===== config.mk =====
export PLATFORM = sky130hd
export DESIGN_NAME = register_readout
export DESIGN_NICKNAME = d
export VERILOG_FILES = /design/src/rtl/register_readout_pkg.sv /design/src/rtl/register_snapshot.sv /design/src/rtl/register_readout.sv
export SDC_FILE = /design/constraint.sdc
export NUM_CORES = 1
export LEC_CHECK = 0
export CORE_MARGIN = 2
export CORE_UTILIZATION = 49
export DETAILED_ROUTE_END_ITERATION = 8
export PLACE_DENSITY = 0.8
export SLEW_MARGIN = 20
export SYNTH_ARGS = -nofsm -noshare
export SYNTH_HDL_FRONTEND = slang
export SYNTH_SLANG_ARGS = --single-unit

===== constraint.sdc =====
create_clock -name CLOCK -period 4.3 [get_ports CLOCK]
set_clock_uncertainty 0.2 [all_clocks]
set_input_delay 1.075 -clock CLOCK [delete_from_list [all_inputs] [get_ports CLOCK]]
set_output_delay 1.075 -clock CLOCK [all_outputs]
set_load 0.03 [all_outputs]

===== src/rtl/register_readout_pkg.sv =====
// Shared definitions for the register readout path: FSM encoding and the
// nibble width common to the register write side.
package register_readout_pkg;

    localparam int DATA_WIDTH = 4;

    typedef enum logic [1:0] {
        ST_IDLE = 2'd0,
        ST_SEND = 2'd1,
        ST_DONE = 2'd2
    } state_e;

endpackage


===== src/rtl/register_snapshot.sv =====
// Captures the whole register bank on a load strobe and serves a registered
// read of one nibble, selected by the index the top will hold next cycle.
module register_snapshot
    import register_readout_pkg::*;
#(
    parameter int NUM_REGS  = 4,
    parameter int IDX_WIDTH = 2
) (
    input  logic                           clk,
    input  logic                           srst,
    input  logic                           load,
    input  logic [NUM_REGS*DATA_WIDTH-1:0] reg_data,
    input  logic [IDX_WIDTH-1:0]           rd_idx,
    output logic [DATA_WIDTH-1:0]          rd_data
);

    logic [DATA_WIDTH-1:0] snap_q [NUM_REGS];
    logic [DATA_WIDTH-1:0] snap_d [NUM_REGS];
    logic [DATA_WIDTH-1:0] rd_data_q;
    logic [DATA_WIDTH-1:0] rd_data_d;

    generate
        for (genvar gi = 0; gi < NUM_REGS; gi++) begin : g_slot
            always_comb begin
                snap_d[gi] = snap_q[gi];
                if (load) begin
                    snap_d[gi] = reg_data[gi*DATA_WIDTH +: DATA_WIDTH];
                end
            end

            always_ff @(posedge clk) begin
                if (srst) begin
                    snap_q[gi] <= '0;
                end else begin
                    snap_q[gi] <= snap_d[gi];
                end
            end
        end
    endgenerate

    // Reading from the next-state array lets the first beat appear the cycle
    // right after the load, without a bypass path in the top.
    always_comb begin
        rd_data_d = snap_d[rd_idx];
    end

    always_ff @(posedge clk) begin
        if (srst) begin
            rd_data_q <= '0;
        end else begin
            rd_data_q <= rd_data_d;
        end
    end

    assign rd_data = rd_data_q;

endmodule


===== src/rtl/register_readout.sv =====
// Snapshots the register bank on START and streams a wrap-around window of it
// one nibble per valid/ready beat, followed by a single-cycle DONE.
module register_readout
    import register_readout_pkg::*;
#(
    parameter int NUM_REGS  = 4,
    parameter int IDX_WIDTH = 2
) (
    input  logic                           CLOCK,
    input  logic                           RESET,
    input  logic [NUM_REGS*DATA_WIDTH-1:0] REG_DATA,
    input  logic                           START,
    input  logic [IDX_WIDTH-1:0]           FIRST_INDEX,
    input  logic [IDX_WIDTH:0]             COUNT,
    output logic                           BUSY,
    output logic [DATA_WIDTH-1:0]          OUT_DATA,
    output logic [IDX_WIDTH-1:0]           OUT_INDEX,
    output logic                           OUT_VALID,
    input  logic                           OUT_READY,
    output logic                           OUT_LAST,
    output logic                           DONE
);

    localparam logic [IDX_WIDTH:0] MAX_COUNT = (IDX_WIDTH+1)'(NUM_REGS);

    state_e                state_q, state_d;
    logic [IDX_WIDTH-1:0]  index_q, index_d;
    logic [IDX_WIDTH:0]    remaining_q, remaining_d;
    logic [IDX_WIDTH:0]    eff_count;
    logic                  load;
    logic [DATA_WIDTH-1:0] snap_data;
    logic                  sending;

    register_snapshot #(
        .NUM_REGS  (NUM_REGS),
        .IDX_WIDTH (IDX_WIDTH)
    ) u_snapshot (
        .clk      (CLOCK),
        .srst     (RESET),
        .load     (load),
        .reg_data (REG_DATA),
        .rd_idx   (index_d),
        .rd_data  (snap_data)
    );

    // Clamping to the bank size guarantees no register repeats within one transfer.
    assign eff_count = (COUNT > MAX_COUNT) ? MAX_COUNT : COUNT;

    always_comb begin
        state_d     = state_q;
        index_d     = index_q;
        remaining_d = remaining_q;
        load        = 1'b0;
        case (state_q)
            ST_IDLE: begin
                if (START) begin
                    load        = 1'b1;
                    index_d     = FIRST_INDEX;
                    remaining_d = eff_count;
                    state_d     = (eff_count == '0) ? ST_DONE : ST_SEND;
                end
            end
            ST_SEND: begin
                if (OUT_READY) begin
                    index_d     = index_q + IDX_WIDTH'(1);
                    remaining_d = remaining_q - (IDX_WIDTH+1)'(1);
                    if (remaining_q == (IDX_WIDTH+1)'(1)) begin
                        state_d = ST_DONE;
                    end
                end
            end
            ST_DONE: begin
                state_d = ST_IDLE;
            end
            default: begin
                state_d = ST_IDLE;
            end
        endcase
    end

    always_ff @(posedge CLOCK) begin
        if (RESET) begin
            state_q     <= ST_IDLE;
            index_q     <= '0;
            remaining_q <= '0;
        end else begin
            state_q     <= state_d;
            index_q     <= index_d;
            remaining_q <= remaining_d;
        end
    end

    assign sending   = (state_q == ST_SEND);
    assign OUT_VALID = sending;
    assign OUT_DATA  = sending ? snap_data : '0;
    assign OUT_INDEX = sending ? index_q : '0;
    assign OUT_LAST  = sending && (remaining_q == (IDX_WIDTH+1)'(1));
    assign DONE      = (state_q == ST_DONE);
    assign BUSY      = sending || (state_q == ST_DONE);

endmodule


Word-level counts from Yosys, hierarchy flattened

Memory sizes are Yosys's and may differ from the RTL's.
Index checks and enable logic that the tools add are counted.

Bits of input ports: 25
Memories: 1
Memory bits (writable): 16
Logic and storage cells: 57
Bits in registers: 11
Output and inout bits: 10

$lt $le $gt $ge: 2
Equality and inequality tests: 6
$add $sub $neg: 2
Bitwise logic cells: 5
Mux-type cells: 30
Reductions and logical operators: 7

Memory list:

| memory            | words | bits a word | read ports | clocked after memory_dff | write ports | RTL line                | text |
|---|---|---|---|---|---|---|---|
| u_snapshot.snap_q | 4     | 4           | 4          | 0                        | 4           | register_snapshot.sv:17 | `logic [DATA_WIDTH-1:0] snap_q [NUM_REGS];` |

Operators with widths:

| kind                                                                     | count |
|---|---|
| 4-bit two-way mux                                                        | 11 |
| 2-bit two-way mux                                                        | 7 |
| 3-bit two-way mux                                                        | 3 |
| 4-bit binary-select mux with 2-bit select                                | 1 |
| 2-bit one-hot mux with 2 select lines                                    | 2 |
| 3-bit one-hot mux with 2 select lines                                    | 1 |
| 3-bit AND reduction                                                      | 2 |
| 1-bit two-way mux                                                        | 5 |
| 2-bit inequality test (second input constant)                            | 2 |
| 1-bit bitwise OR                                                         | 4 |
| 3-bit by 1-bit equality test with 1-bit output (second input constant)   | 1 |
| 3-bit >= comparator (second input constant)                              | 1 |
| 3-bit greater-than comparator (second input constant)                    | 1 |
| 3-bit zero test                                                          | 1 |
| 2-bit inverter with 3-bit output                                         | 1 |
| 3-bit by 1-bit subtractor with 3-bit output (second input constant)      | 1 |
| 2-bit by 1-bit adder with 2-bit output (second input constant)           | 1 |
| 2-bit by 1-bit equality test with 1-bit output (second input constant)   | 1 |
| 2-bit equality test (second input constant)                              | 1 |
| 2-bit zero test                                                          | 1 |
| 2-bit by 1-bit inequality test with 1-bit output (second input constant) | 1 |
| 2-bit nonzero test                                                       | 1 |
| 1-bit logical AND                                                        | 1 |
| 1-bit logical OR                                                         | 1 |

Longest topological paths before layout

Gate-level depths: netlist of the first run.

Depth in word-level cells: 7
Mapped depth: 8
Mapped depth without buffers: 7

Hierarchy

Synthesis of the first run repeated with hierarchy kept, for this count alone.

Cell total of the unflattened synthesis: 146
Area total of the unflattened synthesis: 1341.3 um^2

By module, submodules not included:

| module            | cells each | times used | area each (um^2) | seq. area each (um^2) |
|---|---|---|---|---|
| register_snapshot | 79         | 1          | 789.5            | 400.4 |
| register_readout  | 67         | 1          | 551.8            | 140.1 |

Worst setup path before layout of the first run

No wires, ideal clock.

Path type: register -> output
Start point: register state_q[1]
End point: output OUT_LAST
Stages on the path, launching flop included: 6
Buffers on the path: 1
Data arrival time: 2017 ps
Path slack: 1008 ps
Required time: 3025 ps
Path through: dfxtp_1 > inv_1 > ha_1 > clkbuf_1 > inv_1 > nor3b_1

Longest elaborated chain between the ends: 2

Ends and longest elaborated chain:

| element                                        | RTL line               | text |
|---|---|---|
| from (decl)                                    | register_readout.sv:26 | `state_e state_q, state_d;` |
| from (signal assigned)                         | register_readout.sv:87 | `state_q <= state_d;` |
| 2-bit by 1-bit equality test with 1-bit output | register_readout.sv:93 | `assign sending = (state_q == ST_SEND);` |
| net OUT_VALID                                  | register_readout.sv:18 | `output logic OUT_VALID,` |
| 1-bit logical AND                              | register_readout.sv:97 | `assign OUT_LAST = sending && (remaining_q == (IDX_WIDTH+1)'(1));` |
| to (decl)                                      | register_readout.sv:20 | `output logic OUT_LAST,` |

The timed path passes the listed nets, and every way through them passes these cells.

Worst setup path in the final report of the first run

Start point: register state_q[1]
End point: output OUT_LAST

Longest elaborated chain between the ends: 2

Ends and longest elaborated chain:

| element                                        | RTL line |
|---|---|
| 2-bit by 1-bit equality test with 1-bit output | register_readout.sv:93 |
| 1-bit logical AND                              | register_readout.sv:97 |

No other way between the ends.

==> results by group, run 1 <==
Synthesis
  • Cell Area, Synth: 1513 um2
  • Prevailing post-synth register cell: dfxtp_1
  • Post-synthesis cell count: 189
  • Synth async-reset ratio: 0%
  • Post-synth EDFFs: 0
  • Register bit total from synthesis: 27
  • Yosys Warn Count: 0
  • Yosys cell types: 36
  • Mean Syn Cell Area: 8.004 um2
  • Synthesized Nets: 219
  • Seq/Total Area, Yosys: 35.73%

Power and ir drop
  • Pwr/cell area: 396.3 nW/um2
  • Clock power frac: 15.8%
  • Post-layout power: 752.8 uW
  • Gate power share: 43.4%
  • Pleak: 0.0007580 uW
  • Switching fraction of total power: 36.89%
  • VDD IR-drop max: 0.2700 mV
  • Sw Pwr: 277.7 uW
  • Sequential share of power: 40.8%
  • Pint: 475.1 uW

Clock network
  • Clk sink count: 27
  • CTS tree: built
  • Post-CTS Setup Inserts: 0
  • Num CTS Buffers: 3
  • CTS H-tree depth: 1
  • Worst-Skew Late Latency: 0.34 ns
  • Root Buffer: clkbuf_4
  • Cts hold-fix bufs: 0
  • Post-CTS Resized: 0
  • Clock transition at path regs: 0.15 ns
  • Clock buffer depth: 2

Die
  • Core footprint: 3003 um2
  • Row Count: 20
  • Initial core utilization: 50.38%
  • Die Width: 59.56 um
  • Die Y: 59.56 um
  • Die area: 3547 um2
  • # IOs: 35

Cells and area
  • Synth-to-Final Area Change: 25.56%
  • Antenna Cells: 0
  • Nets@finish: 251
  • Layout cell share with drive strength beyond 1: 10.00%

Routing
  • Initial DRC Count: 51
  • Vias per inst: 5.482
  • Routed len/inst: 13.06 um
  • ANT nets after route: 0
  • Vias: 1387
  • # DRC: 0
  • DRT Wirelength: 3305 um
  • First-pass DRT Iterations: 5

Global route
  • First-pass GRT wire length: 5409 um
  • Largest net degree at the start of global routing: 33
  • GRT Residual Overflow: 0
  • Gr usage total: 19.89%
  • Vias in the first global route: 1184
  • Antenna violations before repair: 0

Run status
  • Status: finished clean

Placement
  • Port Buf Inserts: 34
  • Detailed Place HPWL: 2382 um
  • RD Place Congestion: 0.7942

STA
  • Worst-Margin Slew: 0.6503 ns
  • Final period utilization: 86.10%
  • Setup TNS: 0 ns
  • Minimum clock period: 3.702 ns
  • Final hold vios: 0
  • Fmax achieved: 0.2701 GHz
  • Final setup fails: 0
  • Worst slew margin: 56.65%
  • Max-slew violations: 0
  • RSZ-0062 raised after global routing: no

Worst setup path
  • Crit-path max FO: 16
  • Setup crit start kind: flop
  • Critical path class: flop to output port
  • CP Capture Type: output port
  • WP data arrival: 2.43 ns
  • Critical Path RT: 3.02 ns

Run
  • Max-Cap Viols: 0

Worst hold path
  • Hold WC Path Type: flop to flop
## worst max-delay path: stages (launching register included)
cell,delay [ns]
dfxtp_1,0.35
inv_1,0.08
ha_1,0.44
inv_1,0.22
nor3b_1,0.28
clkdlybuf4s50_1,0.71
## synth_stat cells, types with 4 or more instances
cell       count  share of area [%]
a2bb2oi_1      4                2.3
ha_1           5                4.1
a221oi_1       4                2.3
o32ai_1        4                2.3
mux2i_1        4                2.6
dfxtp_1       27                 36
and2_1         6                2.5
a31oi_1        5                2.1
clkbuf_1       6                1.5
mux2_2         7                5.2
inv_1         10                2.5
nand2_1       36                8.9
a21oi_1       20                6.6
nor2_1        24                6.0
## area by class of cell
class / instances / area, um2
well taps: 33 / 41.29
fillers: 265 / 1104
inverters: 10 / 37.54
multi-input cells: 142 / 887.1
repair buffers: 37 / 362.8
clock buffers: 3 / 22.52
flip-flops and latches: 27 / 540.5
clock inverters: 1 / 7.507
## power groups by stage
stage | Sequential, uW | Clock [uW] | Combinational, uW
after floorplan | 307 | 0 | 249
after global placement | 312 | 0 | 325
after detailed placement | 313 | 0 | 326
after CTS | 307 | 120 | 328
after global routing | 311 | 132 | 361
final | 307 | 119 | 327
## metrics by stage
stage / std cells / hold WS [ns] / area, um2 / utilization (%) / setup WS (ns)
6_report: 253 / 0.2657 / 1899 / 63.25 / 0.5975
5_1_grt: 253 / 0.2871 / 1899 / 63.25 / 0.3699
4_1_cts: 253 / 0.2676 / 1899 / 63.25 / 0.5959
3_5_place_dp: 249 / 0.2474 / 1869 / 62.25 / 0.9795
3_3_place_gp: 249 / 0.2450 / 1869 / 62.25 / 1.005
2_1_floorplan: 189 / 0.2307 / 1513 / - / 1.008
## layout by cell type, fill, tap and decap left out, drive strengths merged, types with 2 or more instances in the layout
cell type	netlist	routed
a21oi	21	21
a221oi	4	4
a22oi	2	2
a2bb2oi	4	4
a31oi	5	5
and2	7	7
buf	4	3
clkbuf	6	3
clkdlybuf4s50	0	34
dfxtp	27	27
ha	5	5
inv	10	10
mux2	9	9
mux2i	4	4
nand2	37	37
nor2	24	24
nor3b	2	2
o22ai	2	2
o32ai	4	4
## routing by layer
| metal | track usage, % | vias up | wire [um] |
|---|---|---|---|
| met5 | 0 | - | 0 |
| met4 | 6.667 | 0 | 45 |
| met3 | 1.965 | 5 | 136 |
| met2 | 31.55 | 35 | 1546 |
| met1 | 28.23 | 630 | 1577 |
| li1 | - | 717 | - |
## sequential cells by signal, summed over array words and instances, names as in the netlist
name                count
index_q                 2
u_snapshot.rd_data      4
state_q                 2
remaining_q             3
u_snapshot.snap_q      16
## logic make-up after synthesis
group                      Yosys count  synth area share, %
xor gates and xnor gates             1               0.5791
muxes                               13                9.843
and+or+nand+nor                     75                21.75
buffers and inverters               20                5.624
adders and majority gates            5                4.136
DFF                                 27                35.73
AOI/OAI and AO/OA                   48                22.33
## worst paths after layout
kind	start	endpoint	slack [ns]	cells past startpoint
hold / removal	u_snapshot.snap_q[0][5]	u_snapshot.snap_q[0][5]	0.27	2
setup reg to reg	state_q[1]	u_snapshot.rd_data[2]	1.86	7
setup / recovery	state_q[1]	OUT_LAST	0.60	5
hold reg to reg	u_snapshot.snap_q[0][5]	u_snapshot.snap_q[0][5]	0.27	2
Power figures use the tool's default switching activity.
==> run 2: changes to the inputs <==
--- a/config.mk
+++ b/config.mk
@@ -7,6 +7,7 @@
 export LEC_CHECK = 0
 export CORE_MARGIN = 2
 export CORE_UTILIZATION = 49
+export CTS_BUF_LIST = sky130_fd_sc_hd__clkbuf_4
 export DETAILED_ROUTE_END_ITERATION = 8
 export PLACE_DENSITY = 0.8
 export SLEW_MARGIN = 20
==> results of run 2 <==
Same layout as run 1: the final DEF is identical, and so are final timing and power.
==> run 3: changes to the inputs <==
--- a/config.mk
+++ b/config.mk
@@ -8,8 +8,11 @@
 export CORE_MARGIN = 2
 export CORE_UTILIZATION = 49
 export CTS_BUF_LIST = sky130_fd_sc_hd__clkbuf_4
+export CTS_CLUSTER_SIZE = 24
 export DETAILED_ROUTE_END_ITERATION = 8
-export PLACE_DENSITY = 0.8
+export DONT_BUFFER_PORTS = 1
+export PLACE_DENSITY = 0.66
+export RECOVER_POWER = 100
 export SLEW_MARGIN = 20
 export SYNTH_ARGS = -nofsm -noshare
 export SYNTH_HDL_FRONTEND = slang
==> results by group, run 3 (synthesis gave the netlist of run 1 again) <==
Routing
  • Vias: 1302 (-6.1%)
  • ANT nets after route: 0 (unchanged)
  • Routed len/inst: 15.53 um (+19%)
  • Initial DRC Count: 97 (+90%)
  • First-pass DRT Iterations: 4 (-1)
  • # DRC: 0 (unchanged)
  • DRT Wirelength: 3402 um (+2.9%)
  • Vias per inst: 5.945 (+8.4%)

Clock network
  • Worst-Skew Late Latency: 0.33 ns (about the same)
  • Num CTS Buffers: 3 (unchanged)
  • Clock buffer depth: 2 (unchanged)
  • CTS tree: built
  • Post-CTS Setup Inserts: 0 (unchanged)
  • Clock transition at path regs: 0.16 ns (about the same)
  • Root Buffer: clkbuf_4
  • Post-CTS Resized: 0 (unchanged)
  • Cts hold-fix bufs: 0 (unchanged)
  • Clk sink count: 27 (unchanged)
  • CTS H-tree depth: 1 (unchanged)

Die
  • # IOs: 35 (unchanged)
  • Core footprint: 3003 um2 (unchanged)
  • Die area: 3547 um2 (unchanged)
  • Die Width: 59.56 um (unchanged)
  • Initial core utilization: 50.38% (unchanged)
  • Die Y: 59.56 um (unchanged)
  • Row Count: 20 (unchanged)

Global route
  • Vias in the first global route: 1281 (+8.2%)
  • Antenna violations before repair: 0 (unchanged)
  • Gr usage total: 20.52% (+0.63 points)
  • GRT Residual Overflow: 0 (unchanged)
  • GRT Max-Usage Layer: met2
  • First-pass GRT wire length: 5664 um (+4.7%)
  • GR Util met1: 26.61% (-1.6 points)
  • GR Util met2: 34.22% (+2.7 points)
  • M3 GR Usage: 5.022% (+3.1 points)
  • Largest net degree at the start of global routing: 33 (unchanged)

Placement
  • Port Buf Inserts: 0 (-100%)
  • Detailed Place HPWL: 2390 um (+0.31%)
  • RD Place Congestion: 0.8052 (+1.4%)

Worst setup path
  • Top cell by count, worst path: inv_1
  • Critical path class: flop to output port
  • R2R cell count: 7 (unchanged)
  • Crit path largest cell delay: 0.67 ns (-0.04 ns)
  • Crit-path max FO: 16 (unchanged)
  • CP Cell Sequence: inv_1 -> ha_1 -> inv_1 -> nor3b_1 -> clkbuf_1
  • Buffers plus inverters on the worst setup path: 3 (unchanged)
  • RR Endpoint: u_snapshot.rd_data[2]
  • CP Capture Type: output port
  • R2r setup slk: 1.35 ns (-0.51 ns)
  • WP data arrival: 2.38 ns (-0.05 ns)
  • Critical Path RT: 3.02 ns (about the same)
  • Crit-path leading delay family: buffers and inverters
  • Worst setup path startpoint: state_q[1]
  • Slowest CP cell: ha_1
  • R2r startpoint: state_q[1]
  • Setup crit start kind: flop

STA
  • Fmax achieved: 0.2735 GHz (+1.2%)
  • Worst-Margin Slew: 0.8297 ns (+0.1795 ns)
  • Setup TNS: 0 ns (unchanged)
  • Max-slew violations: 0 (unchanged)
  • RSZ-0062 raised after global routing: no
  • Minimum clock period: 3.657 ns (-0.04556 ns)
  • Hold slack: 0.2616 ns (-0.004078 ns)
  • Worst slew margin: 44.69% (-12 points)
  • Final period utilization: 85.04% (-1.1 points)
  • Final setup fails: 0 (unchanged)
  • Final hold vios: 0 (unchanged)

Cells and area
  • Number of flip-flops under the largest register name: 16 (unchanged)
  • Layout cell share with drive strength beyond 1: 8.602% (-1.4 points)
  • Commonest non-fill, non-tap cells in the layout: 37 x nand2_1, 27 x dfxtp_1, 24 x nor2_1
  • Reg with most FFs: u_snapshot.snap_q
  • Nets@finish: 217 (-14%)
  • Synth-to-Final Area Change: 1.820%
  • Most common library cell in the layout ignoring fill and taps: nand2_1
  • Antenna Cells: 0 (unchanged)

Run
  • Max-Cap Viols: 0 (unchanged)

Power and ir drop
  • VDD IR-drop max: 0.2002 mV (-26%)
  • Pleak: 0.0006102 uW (-19%)
  • Pwr/cell area: 452.4 nW/um2 (+14%)

Worst hold path
  • HP Start: u_snapshot.snap_q[1][2]
  • Hold WC Path Type: flop to flop
  • Hold path depth: 2 (unchanged)
  • Worst Hold Endpoint: u_snapshot.snap_q[1][2]

Run status
  • Status: finished clean
-- run 3: per-layer routing --
metal | routed length (um) | share of wire, %
met5 | 0 | 0
met4 | 19 | 0.56
met3 | 252 | 7.4
met2 | 1621 | 48
met1 | 1508 | 44
-- run 3: how the worst max path moves through the flow --
stage | to | slack, ns | cells after the start
2_1_floorplan | OUT_LAST | 1.01 | 5
3_3_place_gp | OUT_LAST | 1.28 | 5
3_5_place_dp | OUT_LAST | 1.14 | 5
4_1_cts | OUT_LAST | 0.75 | 5
5_1_grt | OUT_LAST | 0.38 | 5
6_report | OUT_LAST | 0.64 | 5
-- run 3: worst register-to-register path: stages (launching register included) --
cell and delay, ns:
dfxtp_1 0.35, inv_1 0.07, ha_1 0.67, mux2i_1 0.16, a21oi_1 0.37, nand2_1 0.40
mux2_1 0.44, o32ai_1 0.22
-- run 3: cell type report --
cell class                 instances  area (um2)
clock buffer                       3       22.52
clock inverter                     1       7.507
fill                             311        1463
inverter                          10       37.54
multi-input combinational        142       875.8
sequential                        27       540.5
tap                               33       41.29
timing repair buffer               3       15.01
-- run 3: report_power, final --
group,internal (uW),switching [uW]
Sequential,287,19.1
Combinational,112,165
Clock,35.5,78.3
-- run 3: metrics by stage --
step / power, uW / util (%) / worst slack [ns] / cells / instance area (um2)
floorplan: 555.9 / - / 1.008 / 189 / 1513
global placement: 582.5 / 50.67 / 1.278 / 214 / 1521
detailed placement: 594.7 / 50.67 / 1.136 / 214 / 1521
CTS: 710.5 / 51.67 / 0.7515 / 218 / 1551
global route: 750.0 / 51.29 / 0.3797 / 219 / 1540
finish: 696.8 / 51.29 / 0.6431 / 219 / 1540
